--- src/rtl/sound_sequencer.sv ---
// sound_sequencer: arbitrates jump/level/death sound events onto one square-wave pin.
// Latency: request edge -> tone next cycle; no backpressure, lower-priority edges during play are dropped.
module sound_sequencer #(
    parameter int unsigned NOTE_TICKS = 3_146_875,
    parameter int unsigned GAP_TICKS  = 251_750,
    parameter int unsigned HP_SHIFT   = 0
) (
    input  logic       clk,
    input  logic       reset,
    input  logic       jump_req,
    input  logic       level_req,
    input  logic       death_req,
    output logic       audio_out,
    output logic       busy,
    output logic [1:0] active_id
);

    localparam int DW = 22;
    localparam int HW = 17;
    localparam logic [DW-1:0] NOTE_LAST = DW'(NOTE_TICKS - 1);
    localparam logic [DW-1:0] GAP_LAST  = DW'(GAP_TICKS - 1);

    typedef enum logic [1:0] {S_IDLE, S_PLAY, S_GAP} state_t;

    state_t         state_q, state_d;
    logic [1:0]     id_q, id_d;
    logic [1:0]     note_q, note_d;
    logic [DW-1:0]  dur_q, dur_d;
    logic [HW-1:0]  hp_q, hp_d;
    logic           audio_q, audio_d;
    logic [2:0]     prev_q;

    logic [2:0]     req_edge;
    logic           any_edge;
    logic [1:0]     win_id;
    logic [1:0]     last_note;
    logic [HW-1:0]  hp_limit;
    logic           start;

    function automatic logic [HW-1:0] half_period(input logic [1:0] id, input logic [1:0] idx);
        logic [HW-1:0] raw;
        logic [HW-1:0] sh;
        case ({id, idx})
            4'b00_00: raw = 17'd28523;
            4'b00_01: raw = 17'd21400;
            4'b01_00: raw = 17'd47994;
            4'b01_01: raw = 17'd38093;
            4'b01_10: raw = 17'd32040;
            4'b01_11: raw = 17'd23997;
            4'b10_00: raw = 17'd32040;
            4'b10_01: raw = 17'd40380;
            4'b10_10: raw = 17'd53880;
            4'b10_11: raw = 17'd71920;
            default:  raw = 17'd0;
        endcase
        sh = raw >> HP_SHIFT;
        if (sh == '0) begin
            sh = 17'd1;
        end
        return sh;
    endfunction

    // Bit order {death, level, jump}; ids equal priority rank, so a numeric compare decides preemption.
    assign req_edge  = {death_req, level_req, jump_req} & ~prev_q;
    assign any_edge  = |req_edge;
    assign win_id    = req_edge[2] ? 2'd2 : (req_edge[1] ? 2'd1 : 2'd0);
    assign last_note = (id_q == 2'd0) ? 2'd1 : 2'd3;
    assign hp_limit  = half_period(id_q, note_q);

    always_ff @(posedge clk) begin
        if (reset) begin
            state_q <= S_IDLE;
            id_q    <= 2'd3;
            note_q  <= '0;
            dur_q   <= '0;
            hp_q    <= '0;
            audio_q <= 1'b0;
            prev_q  <= '0;
        end else begin
            state_q <= state_d;
            id_q    <= id_d;
            note_q  <= note_d;
            dur_q   <= dur_d;
            hp_q    <= hp_d;
            audio_q <= audio_d;
            prev_q  <= {death_req, level_req, jump_req};
        end
    end

    always_comb begin
        state_d = state_q;
        id_d    = id_q;
        note_d  = note_q;
        dur_d   = dur_q;
        hp_d    = hp_q;
        audio_d = audio_q;
        start   = 1'b0;
        case (state_q)
            S_IDLE: begin
                start = any_edge;
            end
            S_PLAY: begin
                if (any_edge && (win_id >= id_q)) begin
                    start = 1'b1;
                end else begin
                    if (hp_q == hp_limit - 17'd1) begin
                        hp_d    = '0;
                        audio_d = ~audio_q;
                    end else begin
                        hp_d = hp_q + 17'd1;
                    end
                    if (dur_q == NOTE_LAST) begin
                        dur_d = '0;
                        hp_d  = '0;
                        if (note_q != last_note) begin
                            if (GAP_TICKS == 0) begin
                                note_d  = note_q + 2'd1;
                                audio_d = 1'b1;
                            end else begin
                                state_d = S_GAP;
                                audio_d = 1'b0;
                            end
                        // Any edge on the final cycle starts the next sound directly so it is never lost.
                        end else if (any_edge) begin
                            start = 1'b1;
                        end else begin
                            state_d = S_IDLE;
                            audio_d = 1'b0;
                            id_d    = 2'd3;
                            note_d  = '0;
                        end
                    end else begin
                        dur_d = dur_q + 22'd1;
                    end
                end
            end
            S_GAP: begin
                if (any_edge && (win_id >= id_q)) begin
                    start = 1'b1;
                end else if (dur_q == GAP_LAST) begin
                    state_d = S_PLAY;
                    note_d  = note_q + 2'd1;
                    dur_d   = '0;
                    hp_d    = '0;
                    audio_d = 1'b1;
                end else begin
                    dur_d = dur_q + 22'd1;
                end
            end
            default: begin
                state_d = S_IDLE;
            end
        endcase
        if (start) begin
            state_d = S_PLAY;
            id_d    = win_id;
            note_d  = '0;
            dur_d   = '0;
            hp_d    = '0;
            audio_d = 1'b1;
        end
    end

    always_comb begin
        busy      = (state_q != S_IDLE);
        audio_out = audio_q;
        active_id = id_q;
    end

endmodule

--- config.mk ---
export PLATFORM = sky130hd
export DESIGN_NAME = sound_sequencer
export DESIGN_NICKNAME = d
export VERILOG_FILES = /design/src/rtl/sound_sequencer.sv
export SDC_FILE = /design/constraint.sdc
export NUM_CORES = 1
export LEC_CHECK = 0
export ABC_AREA = 0
export ABC_CLOCK_PERIOD_IN_PS = 4750
export CAP_MARGIN = 30
export CORE_MARGIN = 8
export CORE_UTILIZATION = 40
export CTS_BUF_LIST = sky130_fd_sc_hd__clkbuf_8 sky130_fd_sc_hd__clkbuf_16
export DETAILED_ROUTE_END_ITERATION = 6
export GPL_TIMING_DRIVEN = 0
export PLACE_DENSITY_LB_ADDON = 0.1
export SYNTH_ARGS = -nofsm -noshare
export SYNTH_HDL_FRONTEND = slang
export SYNTH_SLANG_ARGS = --single-unit
--- constraint.sdc ---
create_clock -name clk -period 4.75 [get_ports clk]
set_input_delay 1.1875 -clock clk [delete_from_list [all_inputs] [get_ports clk]]
set_output_delay 1.1875 -clock clk [all_outputs]
set_load 0.05 [all_outputs]
* Word-level counts from Yosys, hierarchy flattened
Memories as Yosys holds them, arrays and structs flattened.
Cells that the tools add are included.
** Word-level totals
- Register bits :: 49
- Latch bits :: 0
- RAM bits :: 0
- Memory bits (read-only) :: 272
- Bits of input ports :: 5
- Output and inout bits :: 4
- Word-level logic and storage cells :: 108
- Memories :: 1
** Memory list
- (no name shown) :: words 16, width 17, rd ports 1, clocked after memory_dff 0, wr ports 0, line 43 : case ({id, idx})
** Cells by class
- Add/subtract/negate cells :: 4
- Multipliers :: 0
- Divide/modulo/power cells :: 0
- Magnitude comparators :: 1
- Eq/ne operators :: 22
- Shift-type cells :: 0
- Muxes and demuxes :: 50
- Bitwise operators :: 4
- Reductions and logical operators :: 18
** Operators by type and width (count)
- $mux W17 :: 6
- $mux W22 :: 4
- $pmux W22 S2 :: 1
- $mux W2 :: 19
- $pmux W17 S2 :: 1
- $add A22 B1 Y22 const B :: 1
- $eq A22 B18 Y1 const B :: 1
- $eq A22 B22 Y1 const B :: 1
- $ne A2 B2 Y1 const B :: 9
- $add A17 B1 Y17 const B :: 1
- $eq A17 B17 Y1 :: 1
- $logic_not A17 Y1 :: 1
- $sub A17 B1 Y17 const B :: 1
- $mux W1 :: 15
- $ne A3 B3 Y1 const B :: 5
- $reduce_and A6 Y1 :: 2
- $reduce_and A4 Y1 :: 2
- $reduce_bool A2 Y1 :: 4
- $reduce_and A7 Y1 :: 1
- $pmux W2 S3 :: 1
- $reduce_and A5 Y1 :: 1
- $logic_not A2 Y1 :: 2
- $ne A4 B4 Y1 const B :: 1
- $pmux W2 S2 :: 1
- 16 further kinds :: 17

* Longest topological paths before layout
Gate-level depths: netlist (run 1).
An unclocked memory read counts as a cell.
- Word-level depth :: 12
- Gate-level depth with buffers :: 18
- Gate-level depth less buffers :: 16

* Worst setup path after synthesis (run 1)
OpenSTA, ideal clock, no wires.
- Path kind :: register -> register
- Start point :: register note_q[0]
- End point :: register hp_q[2]
- Library setup time :: 116 ps
- Data arrival time :: 4180 ps
- Data required time :: 4634 ps
- Path slack :: 454 ps
- Stages on the path, launching flop included :: 18
- Buffers on the path :: 1
- Period minus slack after synthesis :: 4296 ps
- Cell sequence :: dfxtp_1 > clkbuf_1 > inv_1 > ha_1 > mux2_2 > a221o_1 > a21oi_1 > nand4_1 > nor2b_1 > ha_1 > xnor2_1 > a21o_1 > a311o_1 > a211oi_1 > nand3_1 > or4_4 > a22o_1 > a31o_1
** On the way
- Cells in the longest elaborated chain, start to end :: 9
- Elaborated cells on any way between the ends :: 15
- Classes of those cells :: add/sub (1); eq/ne (2); mux (9); reduce/logical (2); memory (1)
** Ends and longest elaborated chain
- start: declaration :: line 27 : logic [1:0] note_q, note_d;
- start signal: assignment :: line 82 : note_q <= note_d;
- $mem_v2 Z16 W17
- $logic_not A17 Y1 :: line 57 : if (sh == '0) begin
- $mux W17 :: line 57
- $sub A17 B1 Y17 :: line 106 : if (hp_q == hp_limit - 17'd1) begin
- $eq A17 B17 Y1 :: line 106
- $mux W17 :: line 106
- $mux W17 :: line 112 : if (dur_q == NOTE_LAST) begin
- $mux W17 :: line 103 : if (any_edge && (win_id >= id_q)) begin
- $pmux W17 S2 :: line 98 : case (state_q)
- end signal: assignment :: line 84 : hp_q <= hp_d;
- end: declaration :: line 29 : logic [HW-1:0] hp_q, hp_d;
Parallel ways exist; a longest one is shown, timed or not. The select of a mux whose other input is x is not followed.
A chain may end at the register's enable or synchronous reset.

* Worst setup path in the final report (run 1)
- Start point :: register note_q[1]
- End point :: register hp_q[2]
The elaborated chain is that of the path after synthesis.

==> summary by stage, run 1 <==
Run status
The run finished with clean final reports.

Logic synthesis
The Yosys step of the flow raised 0 warnings. The fraction of registers with async set/reset is 0. The synthesized design contains 0 enable-type register cells.

In the synthesized netlist, the number of instances is 491. The synthesized netlist net count is 514. The number of storage elements in the synthesis netlist is 49. The number of different library cells used by synthesis comes to 71. For this run, the register share of the synthesized area comes to 0.2560. The mean instance size in the synthesized netlist is 7.803 µm². The summed instance area of the synthesized netlist is 0.003831 mm². In the synthesized netlist the dominant register cell turns out to be sky130_fd_sc_hd__dfxtp_1.

Finish
The finished layout holds 637 standard cells, fillers aside. The final layout contains 530 nets. The number of filler instances in the final layout is 944. The leading cell type in the layout, fill and taps excluded is sky130_fd_sc_hd__nor2_1. The share of cells above drive strength 1 is 0.1024. In the layout the commonest cells are 59 x sky130_fd_sc_hd__nor2_1, 47 x sky130_fd_sc_hd__dfxtp_1, 44 x sky130_fd_sc_hd__nand2_1, 29 x sky130_fd_sc_hd__nand3_1, 21 x sky130_fd_sc_hd__xor2_1. 0 antenna diodes ended up in the layout. The area overhead of the layout relative to synthesis is 10.22%.

Global route
The total congestion overflow after global routing is 0. For this run, the total global-route usage over all layers was measured as 0.1564. The first global-routing pass estimated 16,750 µm of wire. The number of antenna violations at the first check in global routing was 0. Entering global routing, the biggest net connects 19 pins. The number of global-route vias before repair is 3,361.

Timing
The hold violation count in the final report is 0. The peak clock frequency supported by timing is 222.7 MHz. The number of slew-limit violations in the final report is 0. After routing, the total negative slack on setup checks comes to 0 ns. Setup violations remaining at the end of the flow were counted as 0.

Setup repair after global routing left no endpoint under its margin. In this run the tightest slew margin relative to its limit is 0.4937. The final critical path time including I/O delays and setup is 4.491 ns. For the pin with the worst max-slew slack, the measured transition is 0.7525 ns. The clock skew after layout is 0.008523 ns. In the finished design, the share of the clock period the worst path needs comes to 0.9455.

Min path
For hold timing, the worst endpoint is hp_q[1]. The worst hold path passes through 2 cells. The tightest min-delay check is of the reg -> reg type.

The startpoint identified for the worst hold timing path is hp_q[1].

Critical path
The worst register-to-register path ends at hp_q[2]. The worst register-to-register path begins at note_q[1]. The kind of end point of the critical path is a flip-flop. The data arrival time at the worst-slack endpoint is 4.70 ns. The critical-path maximum fanout is 10.

The data required time at the worst endpoint is 4.96 ns. Measured in cells, the most critical reg-to-reg path has a length of 17. The nature of the critical path startpoint is a flip-flop.

The startpoint-to-endpoint class of the critical path is reg -> reg. The setup slack of the most critical reg-to-reg path is 0.26 ns.

Place
At the end of routability-driven placement, the weighted congestion stood at 0.8496. Port buffering added 8 buffers. Detailed placement finished with a half-perimeter wire length of 7440 µm. The cell count after placement is 628.

Detailed routing
Dividing the detail-routed wire length by the instance count gives 15.41 µm. For this run, design rule violations remaining after detail routing come to 0. The final route contains 3,550 vias. The post-detailed-routing wire length is 9818 µm. The via density per instance is 5.573.

The antenna violation net count after detailed routing is 0. For this run, the detailed router's first-pass iteration total came to 5. The number of DRC markers in iteration 0 is 162.

Power
Across the VDD grid, the largest voltage drop is 0.1285 mV. For this design the static power due to leakage is 1.526 nW. The power density over the cells is 253.0 mW/mm².

Clock network
The CTS tree is built. CTS built an H-tree with a depth of 2. The clock network latency to the later pin of the worst-skew pair is 0.31 ns.

Counting along the longest clock path gives a buffer depth of 2. The CTS buffer count is 5. The clock-pin slew on the worst setup and hold paths is 0.11 ns. Counting every sink on the clock net gives 49.

CTS placed an instance of sky130_fd_sc_hd__clkbuf_8 at the clock tree root.

Floorplan
The die area is 0.01297 mm². The floorplan step set the die height to 113.9 µm. The die is 113.9 µm wide. The initial utilization of the core area, before any placement, comes to 0.4127. The floorplan step defined a core boundary enclosing 0.009284 mm². The floorplan has 35 rows.

9 I/O pins were placed.

Run
The max-cap violation count is 0.
-- how the worst max path moves through the flow --
stage / start / endpoint / slack (ns) / cells past startpoint
3_3_place_gp: note_q[0] / hp_q[13] / -0.39 / 18
3_5_place_dp: note_q[0] / hp_q[13] / -0.44 / 18
5_1_grt: note_q[1] / hp_q[2] / 0.02 / 17
4_1_cts: note_q[1] / hp_q[2] / 0.07 / 17
2_1_floorplan: note_q[0] / hp_q[2] / 0.45 / 17
6_report: note_q[1] / hp_q[2] / 0.26 / 17
-- worst max-delay path: stages (launching register included) --
cell,delay (ns)
sky130_fd_sc_hd__dfxtp_4,0.40
sky130_fd_sc_hd__clkbuf_4,0.21
sky130_fd_sc_hd__inv_1,0.15
sky130_fd_sc_hd__ha_2,0.24
sky130_fd_sc_hd__or3_4,0.36
sky130_fd_sc_hd__nor4b_2,0.31
sky130_fd_sc_hd__o211a_4,0.23
sky130_fd_sc_hd__nand4_1,0.17
sky130_fd_sc_hd__nor2b_1,0.21
sky130_fd_sc_hd__ha_1,0.31
sky130_fd_sc_hd__xnor2_1,0.13
sky130_fd_sc_hd__a21o_1,0.16
sky130_fd_sc_hd__a311o_1,0.32
sky130_fd_sc_hd__a211oi_2,0.20
sky130_fd_sc_hd__nand3_2,0.15
sky130_fd_sc_hd__or4_4,0.44
sky130_fd_sc_hd__a22o_1,0.21
sky130_fd_sc_hd__a31o_1,0.18
-- final cells by class --
class | instances | area, µm² | area share
multi-input combinational | 407 | 2724 | 0.6450
buffer | 23 | 121.4 | 0.02874
tap | 129 | 161.4 | 0.03822
timing repair buffer | 9 | 87.58 | 0.02074
clock buffer | 5 | 68.82 | 0.01630
inverter | 12 | 45.04 | 0.01067
sequential | 49 | 985.9 | 0.2335
clock inverter | 3 | 28.78 | 0.006815
-- through the flow --
step / utilization / area (µm²) / power, mW / hold slack (ns) / setup WS [ns]
floorplan: - / 3831 / 0.7084 / 0.4778 / 0.4544
global placement: 0.4387 / 4073 / 0.7862 / 0.5081 / -0.3877
detailed placement: 0.4387 / 4073 / 0.7890 / 0.5112 / -0.4376
CTS: 0.4516 / 4193 / 1.071 / 0.5271 / 0.07061
global route: 0.4549 / 4223 / 1.137 / 0.5539 / 0.02180
finish: 0.4549 / 4223 / 1.068 / 0.5294 / 0.2588
-- cells in the mapped netlist (all sizes together), types with 13 or more instances --
master / count / area, µm²
a21o: 13 / 97.59
a21oi: 17 / 92.59
dfxtp: 49 / 980.9
ha: 18 / 225.2
nand2: 44 / 165.2
nand3: 31 / 167.7
nand4: 13 / 81.33
nor2: 59 / 221.5
nor2b: 15 / 93.84
o21ai: 16 / 83.83
xnor2: 15 / 131.4
xor2: 22 / 200.2
-- power breakdown --
| group | internal (mW) | switching, mW | total, mW |
|---|---|---|---|
| registers | 0.418 | 0.00847 | 0.427 |
| logic | 0.137 | 0.227 | 0.364 |
| clock network | 0.111 | 0.167 | 0.278 |
| total | 0.666 | 0.402 | 1.07 |
-- cells by family after synthesis --
kind of cell | count (synthesis) | synth area share
compound gates | 99 | 0.1933
mux | 8 | 0.02123
fa+ha+maj | 19 | 0.06140
buf+inv | 35 | 0.04180
simple gates | 244 | 0.3397
flops | 49 | 0.2560
xor+xnor | 37 | 0.08655
-- flip-flops by register name (all words and copies together) (netlist names) --
| signal | flops |
|---|---|
| state_q | 2 |
| dur_q | 22 |
| hp_q | 17 |
| audio_out | 1 |
| prev_q | 3 |
| active_id | 2 |
| note_q | 2 |
-- layer usage --
metal | wire, µm | vias up | GRT usage
li1 | - | 1800 | -
met1 | 4854 | 1690 | 0.2092
met2 | 4513 | 52 | 0.2556
met3 | 345 | 8 | 0.02483
met4 | 104 | 0 | 0.03727
met5 | 0 | - | 0
-- what timing repair did --
| action | CTS | global route |
|---|---|---|
| gates cloned | 0 | 0 |
| resized for setup | 5 | 9 |
| endpoints found under the setup margin | 18 | 18 |
| hold buffers | 0 | 0 |
| pin swaps | 1 | 1 |
| endpoints found under the hold margin | 0 | 0 |
| setup buffers | 1 | 0 |
Note: power is estimated with default switching activity, not from simulation.
==> run 2, diff against run 1 <==
--- a/config.mk
+++ b/config.mk
@@ -14,6 +14,7 @@
 export DETAILED_ROUTE_END_ITERATION = 6
 export GPL_TIMING_DRIVEN = 0
 export PLACE_DENSITY_LB_ADDON = 0.1
+export SLEW_MARGIN = 30
 export SYNTH_ARGS = -nofsm -noshare
 export SYNTH_HDL_FRONTEND = slang
 export SYNTH_SLANG_ARGS = --single-unit
==> results of run 2 <==
No change in the layout: final DEF, timing and power equal those of run 1.
==> run 3, diff against run 2 <==
--- a/config.mk
+++ b/config.mk
@@ -13,7 +13,6 @@
 export CTS_BUF_LIST = sky130_fd_sc_hd__clkbuf_8 sky130_fd_sc_hd__clkbuf_16
 export DETAILED_ROUTE_END_ITERATION = 6
 export GPL_TIMING_DRIVEN = 0
-export PLACE_DENSITY_LB_ADDON = 0.1
 export SLEW_MARGIN = 30
 export SYNTH_ARGS = -nofsm -noshare
 export SYNTH_HDL_FRONTEND = slang
==> summary by stage, run 3 (synthesis results as in run 1) <==
Run status
The flow ran to the end, and the final reports show no timing, DRC or antenna violations.

Finish
The flip-flop count of the largest register after layout is 22 (unchanged). The leading cell type in the layout, fill and taps excluded is sky130_fd_sc_hd__nor2_1. The filler-free cell count of the finished design is 643 (+0.94%). The layout net count is 536 (+1.1%). The largest registers in the layout are dur_q: 22 flops, hp_q: 17 flops, prev_q: 3 flops. The library cells used most frequently in the layout, excluding fill and tap cells, are 59 x sky130_fd_sc_hd__nor2_1, 47 x sky130_fd_sc_hd__dfxtp_1, 44 x sky130_fd_sc_hd__nand2_1, 30 x sky130_fd_sc_hd__nand3_1, 21 x sky130_fd_sc_hd__xor2_1. The number of filler instances in the final layout is 937 (-0.74%). The area overhead of the layout relative to synthesis is 11.63%. The final design utilization came to 0.4606 (+0.005795). The top register by number of flip-flops is dur_q. The antenna diode count is 0 (unchanged). The share of cells above drive strength 1 came to 0.1148 (+0.01242).

Critical path
The worst reg-to-reg path cell count is 19 (+2). The setup slack of the most critical reg-to-reg path is 0.25 ns (about the same). The kind of end point of the critical path is a flip-flop. The critical path's largest stage delay is 0.41 ns (-0.03 ns). The category of cells accounting for the largest share of critical-path delay is simple AND/OR/NAND/NOR gates. The startpoint-to-endpoint class of the critical path is reg -> reg. The worst register-to-register path begins at note_q[1]. The nature of the critical path startpoint is a flip-flop.

The count of buffer and inverter cells on the critical path is 4 (+2). In this design, the critical path's most frequently occurring cell is sky130_fd_sc_hd__buf_4. The critical path goes through clkbuf_4 -> clkinvlp_4 -> ha_2 -> or3_4 -> nor4b_4 -> o211a_4 -> nand4_1 -> nor2b_1 -> ha_1 -> o221a_2 -> or3_1 -> a211oi_1 -> a31o_2 -> nand3_1 -> nor4_4 -> buf_4 -> buf_4 -> o22ai_1 -> a21o_1. The data required time at the worst endpoint is 4.98 ns (+0.02 ns). The worst flop-to-flop path endpoint is hp_q[12]. The slowest stage of the critical path is the sky130_fd_sc_hd__dfxtp_4 cell. The critical-path maximum fanout was 10 (unchanged). The data arrival time at the worst-slack endpoint is 4.73 ns (+0.03 ns).

Detailed routing
The total via count in the routed design was 3,592 (+1.2%). The antenna violation net count after detailed routing came to 0 (unchanged). The post-detailed-routing wire length is 9704 µm (-1.2%). The average routed wire per standard cell was 15.09 µm (-2.1%). The via density per instance is 5.586 (+0.24%). The number of DRC markers in iteration 0 is 239 (+48%). The count of TritonRoute iterations in the first routing pass is 5 (unchanged).

The remaining routing DRC violations came to 0 (unchanged).

Timing
The peak clock frequency supported by timing came to 222.1 MHz (-0.25%). The summed negative setup slack over all endpoints is 0 ns (unchanged). The number of slew-limit violations in the final report is 0 (unchanged). The final worst-path cycle share is 0.9479 (+0.002345). The clock skew after layout is 0.02073 ns (+0.01221 ns). The hold violation count in the final report is 0 (unchanged). The slew at the pin closest to its max-slew limit is 0.6976 ns (-0.05490 ns). The final setup violation count was 0 (unchanged). Setup repair after global routing left no endpoint under its margin. The relative slew slack came to 0.5306 (+0.03694). The final critical path time including I/O delays and setup was 4.502 ns (+0.01114 ns).

Clock network
The maximum count of clock buffers along a single path came to 2 (unchanged). The CTS buffer count is 5 (unchanged). The clock sink count came to 49 (unchanged). The CTS H-tree depth is 2 (unchanged). The tree is rooted in a sky130_fd_sc_hd__clkbuf_8.

The clock-pin slew on the worst setup and hold paths is 0.12 ns (about the same). The clock network latency to the later pin of the worst-skew pair is 0.32 ns (about the same). The CTS tree is built.

Power
The share of total power in the clock network is 0.264 (+0.004). The power density over the cells is 250.6 mW/mm² (-0.94%). The share of total power consumed by net switching came to 0.3761 (about the same). The portion of total power attributed to combinational logic is 0.338 (-0.003).

The leakage power total was 1.564 nW (+2.5%). The largest vdd supply drop is 0.1298 mV (+1.0%). The switching power was 0.4031 mW (+0.30%). The part of the power in registers came to 0.399 (about the same). The internal power is 0.6687 mW (+0.34%).

Floorplan
The die area came to 0.01297 mm² (unchanged). The overall die width was 113.9 µm (unchanged). The total I/O pin count was 9 (unchanged). The core area was 0.009284 mm² (unchanged). The vertical die dimension is 113.9 µm (unchanged). The cell row count is 35 (unchanged). The effective utilization at floorplan is 0.4127 (unchanged).

Global route
The overall fraction of global-route tracks in use was 0.1552 (-0.001170). The largest net degree at the start of global routing is 19 (unchanged). The total congestion overflow after global routing is 0 (unchanged). The number of global-route vias before repair was 3,360 (-0.030%).

The global-route wire length before repair came to 16,610 µm (-0.82%). The number of antenna violations at the first check in global routing came to 0 (unchanged).

Min path
The worst hold path terminates at hp_q[1]. The worst hold path begins at hp_q[1]. The instance count along the most critical hold path is 2 (unchanged).

The min-delay analysis places its worst path in the category reg -> reg.

Place
The cell count after placement is 628 (unchanged). The global placement routability congestion was 0.9018 (+6.1%). The count of buffers inserted at the top-level ports is 8 (unchanged). The final HPWL from detailed placement came to 7271 µm (-2.3%).

Run
The max-cap violation count is 0 (unchanged).
-- run 3: layout make-up --
class / count / area [µm²] / share of cell area
multi-input cells: 407 / 2725 / 0.6372
flip-flops and latches: 49 / 985.9 / 0.2305
well taps: 129 / 161.4 / 0.03774
repair buffers: 15 / 132.6 / 0.03101
plain buffers: 23 / 125.1 / 0.02926
clock buffers: 5 / 68.82 / 0.01609
inverters: 12 / 48.80 / 0.01141
clock inverters: 3 / 28.78 / 0.006729
-- run 3: repair_timing --
item                       4_1_cts  5_1_grt
cloned                           0        0
buffers inserted                 3        4
pin swaps                        1        2
resized for setup                5       11
setup endpoints to repair       18       18
hold buffers                     0        0
-- run 3: worst max-delay path by stage --
stage                          from       end  slack, ns  cells past startpoint
after floorplan           note_q[0]   hp_q[2]       0.45                     17
after global placement    note_q[0]  hp_q[13]      -0.37                     18
after detailed placement  note_q[0]  hp_q[13]      -0.36                     18
after CTS                 note_q[1]  hp_q[13]       0.02                     18
after global routing      note_q[1]  hp_q[12]       0.02                     19
final                     note_q[1]  hp_q[12]       0.25                     19
-- run 3: layer usage --
layer | track usage | wire, µm
met3 | 0.02166 | 399
met4 | 0.05146 | 163
met5 | 0 | 0
met1 | 0.1923 | 4366
met2 | 0.2690 | 4775
-- run 3: worst min-delay path: cells and delay by family, from the launching register on --
kind | cells | cell delay (ns)
AO/OA/AOI/OAI | 1 | 0.06
flip-flops | 1 | 0.37
AND/OR/NAND/NOR | 1 | 0.07
-- run 3: power by group through the flow --
stage	logic, mW	clock network [mW]	registers [mW]
after floorplan	0.261	0	0.447
after global placement	0.347	0	0.437
after detailed placement	0.351	0	0.438
after CTS	0.354	0.291	0.428
after global routing	0.399	0.304	0.429
final	0.362	0.282	0.427
-- run 3: per-stage QoR --
stage	power, mW	hold slack [ns]	area [µm²]	setup WS, ns
2_1_floorplan	0.7084	0.4778	3831	0.4544
3_3_place_gp	0.7841	0.4992	4073	-0.3695
3_5_place_dp	0.7882	0.5050	4073	-0.3551
4_1_cts	1.074	0.5207	4205	0.01547
5_1_grt	1.132	0.5875	4277	0.02349
6_report	1.072	0.5275	4277	0.2477
